File: src/rtl/cpu_gpr_dbg.sv
// Debug host port onto a CPU general-purpose register file: single read/write,
// full-file dump streamed out on dbg_rvalid, and a clear of every register to zero.
module cpu_gpr_dbg #(
   parameter int REG_ADDR_WIDTH  = 5,
   parameter int WORD_DATA_WIDTH = 32
) (
   input  logic                       clk,
   input  logic                       reset,
   input  logic                       dbg_req,
   input  logic [1:0]                 dbg_cmd,
   input  logic [REG_ADDR_WIDTH-1:0]  dbg_addr,
   input  logic [WORD_DATA_WIDTH-1:0] dbg_wdata,
   output logic                       dbg_busy,
   output logic                       dbg_ack,
   output logic                       dbg_rvalid,
   output logic [WORD_DATA_WIDTH-1:0] dbg_rdata,
   output logic [REG_ADDR_WIDTH-1:0]  dbg_rindex,
   output logic [REG_ADDR_WIDTH-1:0]  gpr_rd_addr,
   input  logic [WORD_DATA_WIDTH-1:0] gpr_rd_data,
   output logic                       gpr_we_n,
   output logic [REG_ADDR_WIDTH-1:0]  gpr_wr_addr,
   output logic [WORD_DATA_WIDTH-1:0] gpr_wr_data
);

   typedef enum logic [2:0] {IDLE, READ, WRITE, DUMP, CLEAR} state_e;

   localparam logic [REG_ADDR_WIDTH-1:0] LastIdx = '1;

   state_e                       state_q, state_d;
   logic                         busy_q, busy_d;
   logic                         ack_q, ack_d;
   logic                         rvalid_q, rvalid_d;
   logic [WORD_DATA_WIDTH-1:0]   rdata_q, rdata_d;
   logic [REG_ADDR_WIDTH-1:0]    rindex_q, rindex_d;
   logic [REG_ADDR_WIDTH-1:0]    rdAddr_q, rdAddr_d;
   logic                         weN_q, weN_d;
   logic [REG_ADDR_WIDTH-1:0]    wrAddr_q, wrAddr_d;
   logic [WORD_DATA_WIDTH-1:0]   wrData_q, wrData_d;
   logic [REG_ADDR_WIDTH-1:0]    addr_q, addr_d;
   logic [REG_ADDR_WIDTH-1:0]    cnt_q, cnt_d;

   always_ff @(posedge clk or negedge reset) begin
      if (!reset) begin
         state_q  <= IDLE;
         busy_q   <= 1'b0;
         ack_q    <= 1'b0;
         rvalid_q <= 1'b0;
         rdata_q  <= '0;
         rindex_q <= '0;
         rdAddr_q <= '0;
         weN_q    <= 1'b1;
         wrAddr_q <= '0;
         wrData_q <= '0;
         addr_q   <= '0;
         cnt_q    <= '0;
      end else begin
         state_q  <= state_d;
         busy_q   <= busy_d;
         ack_q    <= ack_d;
         rvalid_q <= rvalid_d;
         rdata_q  <= rdata_d;
         rindex_q <= rindex_d;
         rdAddr_q <= rdAddr_d;
         weN_q    <= weN_d;
         wrAddr_q <= wrAddr_d;
         wrData_q <= wrData_d;
         addr_q   <= addr_d;
         cnt_q    <= cnt_d;
      end
   end

   always_comb begin
      state_d  = state_q;
      busy_d   = busy_q;
      ack_d    = 1'b0;
      rvalid_d = 1'b0;
      rdata_d  = rdata_q;
      rindex_d = rindex_q;
      rdAddr_d = rdAddr_q;
      weN_d    = weN_q;
      wrAddr_d = wrAddr_q;
      wrData_d = wrData_q;
      addr_d   = addr_q;
      cnt_d    = cnt_q;

      unique case (state_q)
         IDLE: begin
            if (dbg_req) begin
               busy_d = 1'b1;
               addr_d = dbg_addr;
               unique case (dbg_cmd)
                  2'b00: begin
                     rdAddr_d = dbg_addr;
                     state_d  = READ;
                  end
                  2'b01: begin
                     weN_d    = 1'b0;
                     wrAddr_d = dbg_addr;
                     wrData_d = dbg_wdata;
                     state_d  = WRITE;
                  end
                  2'b10: begin
                     rdAddr_d = '0;
                     cnt_d    = '0;
                     state_d  = DUMP;
                  end
                  default: begin
                     weN_d    = 1'b0;
                     wrAddr_d = '0;
                     wrData_d = '0;
                     cnt_d    = '0;
                     state_d  = CLEAR;
                  end
               endcase
            end
         end
         READ: begin
            rdata_d  = gpr_rd_data;
            rindex_d = addr_q;
            rvalid_d = 1'b1;
            ack_d    = 1'b1;
            busy_d   = 1'b0;
            state_d  = IDLE;
         end
         WRITE: begin
            weN_d   = 1'b1;
            ack_d   = 1'b1;
            busy_d  = 1'b0;
            state_d = IDLE;
         end
         DUMP: begin
            // Read address runs one ahead of the index; it wraps back to 0 on the final step.
            rdata_d  = gpr_rd_data;
            rindex_d = cnt_q;
            rvalid_d = 1'b1;
            rdAddr_d = rdAddr_q + 1'b1;
            if (cnt_q == LastIdx) begin
               ack_d   = 1'b1;
               busy_d  = 1'b0;
               state_d = IDLE;
            end else begin
               cnt_d = cnt_q + 1'b1;
            end
         end
         CLEAR: begin
            if (cnt_q == LastIdx) begin
               weN_d   = 1'b1;
               ack_d   = 1'b1;
               busy_d  = 1'b0;
               state_d = IDLE;
            end else begin
               cnt_d    = cnt_q + 1'b1;
               wrAddr_d = cnt_q + 1'b1;
            end
         end
         default: state_d = IDLE;
      endcase
   end

   assign dbg_busy    = busy_q;
   assign dbg_ack     = ack_q;
   assign dbg_rvalid  = rvalid_q;
   assign dbg_rdata   = rdata_q;
   assign dbg_rindex  = rindex_q;
   assign gpr_rd_addr = rdAddr_q;
   assign gpr_we_n    = weN_q;
   assign gpr_wr_addr = wrAddr_q;
   assign gpr_wr_data = wrData_q;

endmodule

File: config.mk
export PLATFORM = sky130hd
export DESIGN_NAME = cpu_gpr_dbg
export DESIGN_NICKNAME = d
export VERILOG_FILES = /design/src/rtl/cpu_gpr_dbg.sv
export SDC_FILE = /design/constraint.sdc
export NUM_CORES = 1
export LEC_CHECK = 0
export ABC_CLOCK_PERIOD_IN_PS = 3100
export CORE_MARGIN = 2
export CORE_UTILIZATION = 55
export DETAILED_ROUTE_END_ITERATION = 8
export DONT_BUFFER_PORTS = 1
export PLACE_DENSITY = 0.71
export SLEW_MARGIN = 5
export SYNTH_ARGS = -nofsm -noshare
export SYNTH_HDL_FRONTEND = slang
export SYNTH_SLANG_ARGS = --single-unit
File: constraint.sdc
create_clock -name clk -period 3.1 [get_ports clk]
set_input_delay 0.775 -clock clk [delete_from_list [all_inputs] [get_ports clk]]
set_output_delay 0.775 -clock clk [all_outputs]
set_load 0.1 [all_outputs]
==> metrics.yaml <==
yosys.area_share.adder_pct: 2.14
drv_cap: 0
post_cts_resized: 0
die_area_um2: 8150
synth_compound_area_share_pct: 11.3
synth_edf_count: 0
endpoint_kind: "register"
core_area_um2: 7210
ys_warn_count: 0
worst_clock_skew_ps: 10.5
viasPerCell: 5.63
wl_per_cell_um: 17.9
place_area_um2: 4180
fin_crit_sh_pct: 71.8
grt_pass1_wl_um: 13400
tightestPinTransition_ps: 968
num-fill-cells: 617
ys_async_sr_fraction_pct: 100
finalSetupTns_ps: 0
cp-start-kind: "register"
grt_max_degree: 97
rr_worst_depth: 4
cts_max_path_buffers: 2
grt_usage_pct: 21.0
cts_root_buf: "clkbuf_8"
antenna_cells: 0
die-height_um: 90.3
syn_area_um2: 4090
cts_hold_buffers: 0
nNetsFinal: 448
drv_slew: 0
drtIter0Drc: 178
dpl.hpwl_um: 5800
ys_seq_area_share_pct: 58.7
muxShareOfSynthArea_pct: 11.7
drt.antenna.violating_nets: 0
gp_congestion: 0.778
initial_core_util_pct: 56.7
grt-ovfl-total: 0
period_needed_ps: 2220
relSlewSlack_pct: 35.5
cts_sinks: 96
synthXorXnorAreaFrac_pct: 0.428
ys.flop_type: "dfrtp_1"
rows: 31
post-cts-setup-buffers: 0
via_count: 2650
io_buffers: 0
worstSetupPathType: "reg -> reg"
die_w_um: 90.3
cts_tree: "done"
hold_viol: 0
worstHoldPathType: "in -> async"
fmax_mhz: 450
final_util_pct: 61.1
clk-insertion-delay-late_ps: 360
synth_top_family_by_area: "simple AND/OR/NAND/NOR gates"
ys_ff_latch: 96
syn_to_final_growth_pct: 7.73
synth-simple-area-share_pct: 12.8
wirelength_um: 8410
worstPathRequired_ps: 3360
htree_levels: 3
drt_pass1_iterations: 6
drc: 0
setup_viol: 0
postSynthCellCount: 372
critical_path.max_fanout: 20
ys_types: 36
status: "completed"
hold_slack_ps: 96.7
grt_antenna_before_repair: 0
clkTransAtPathRegs_ps: 90
grt_pass1_vias: 2565
synthesis.nets: 453
drive_above_1_share_pct: 16.9
final_area_um2: 4410
syn_area_per_cell_um2: 11.0
cp.arrival_ps: 2480
rsz0062_at_grt: "false"
io_pins: 157
cts_buffers: 9
-- path summary, 6_finish.rpt --
check                           start          to  slack, ps
min in group clk            addr_q[4]   addr_q[4]        510
max                        state_q[1]    cnt_q[0]        880
min                             reset  state_q[0]        100
max in group asynchronous       reset    gpr_we_n       2780
min reg2reg                 addr_q[4]   addr_q[4]        510
max reg2reg                state_q[1]    cnt_q[0]        880
-- state kept, by name, indices dropped and copies added, names as in the netlist --
signal       cells
state_q          3
dbg_busy         1
gpr_wr_data     32
cnt_q            5
dbg_ack          1
addr_q           5
gpr_we_n         1
gpr_wr_addr      5
gpr_rd_addr      5
dbg_rindex       5
dbg_rdata       32
dbg_rvalid       1
-- per-stage QoR --
step | setup slack (ps) | std cells
floorplan | 1130 | 372
global placement | 848 | 455
detailed placement | 807 | 455
CTS | 841 | 471
global route | 668 | 471
finish | 876 | 471
-- synthesized netlist by cell type (3+ instances only) --
master	count	area share [%]
nand3_1	9	1.1
inv_1	6	0.55
o21ai_0	41	5.0
a31oi_1	4	0.61
a21oi_1	19	2.3
ha_1	7	2.1
nor3b_1	3	0.55
or3b_1	3	0.64
dfrtp_1	95	58
nand2_1	75	6.9
buf_2	7	0.86
nand3b_1	3	0.55
mux2i_1	5	1.2
and3_1	3	0.46
clkbuf_1	12	1.1
mux2_2	38	10
o2bb2ai_1	4	0.86
a22o_1	3	0.64
nor2_1	15	1.4
-- critical path, cell delays in order (launching register included) --
cell      delay, ps
dfrtp_1         880
nand3b_1        450
a21oi_4         320
a21oi_1         140
mux2_2          330
-- placed cells by master, fill, tap and decap left out, types with 3 or more instances in the layout --
master / netlist / routed
nand3_1: 9 / 9
a21oi_1: 19 / 19
a31oi_1: 4 / 4
mux2i_1: 5 / 5
inv_1: 6 / 6
buf_4: 0 / 4
nor3b_1: 3 / 3
dfrtp_1: 95 / 95
nor2_1: 15 / 15
o2bb2ai_1: 4 / 4
ha_1: 7 / 7
o21ai_0: 41 / 41
clkbuf_8: 0 / 10
or3b_1: 3 / 3
nand2_1: 75 / 75
mux2_2: 38 / 38
a22o_1: 3 / 3
nand3b_1: 3 / 3
and3_1: 3 / 3
-- final cells by class --
type,instances,area (um2),area share (%)
inverter,6,22.5,0.511
clock inverter,5,88.8,2.01
sequential,96,2400,54.5
tap,99,124,2.81
clock buffer,11,141,3.21
timing repair buffer,5,50.0,1.13
multi-input combinational,249,1580,35.8
-- cell families (layout without fill, tap and decap cells) --
family,after synthesis,after routing
buf+inv,27,27
fa+ha+maj,7,7
flops,96,96
simple gates,117,117
mux,43,43
compound gates,80,80
xor+xnor,2,2
-- per-layer routing --
layer | global-route usage, % | vias up | wire (um) | share of wire, %
li1 | - | 1261 | - | -
met1 | 26.2 | 1271 | 3490 | 41
met2 | 34.4 | 103 | 4170 | 50
met3 | 6.09 | 15 | 613 | 7.3
met4 | 8.85 | 0 | 143 | 1.7
met5 | 0 | - | 0 | 0
Power is left out: the tool's default activity adds up to more than one toggle a clock period on the data nets, which glitch-free logic cannot reach.
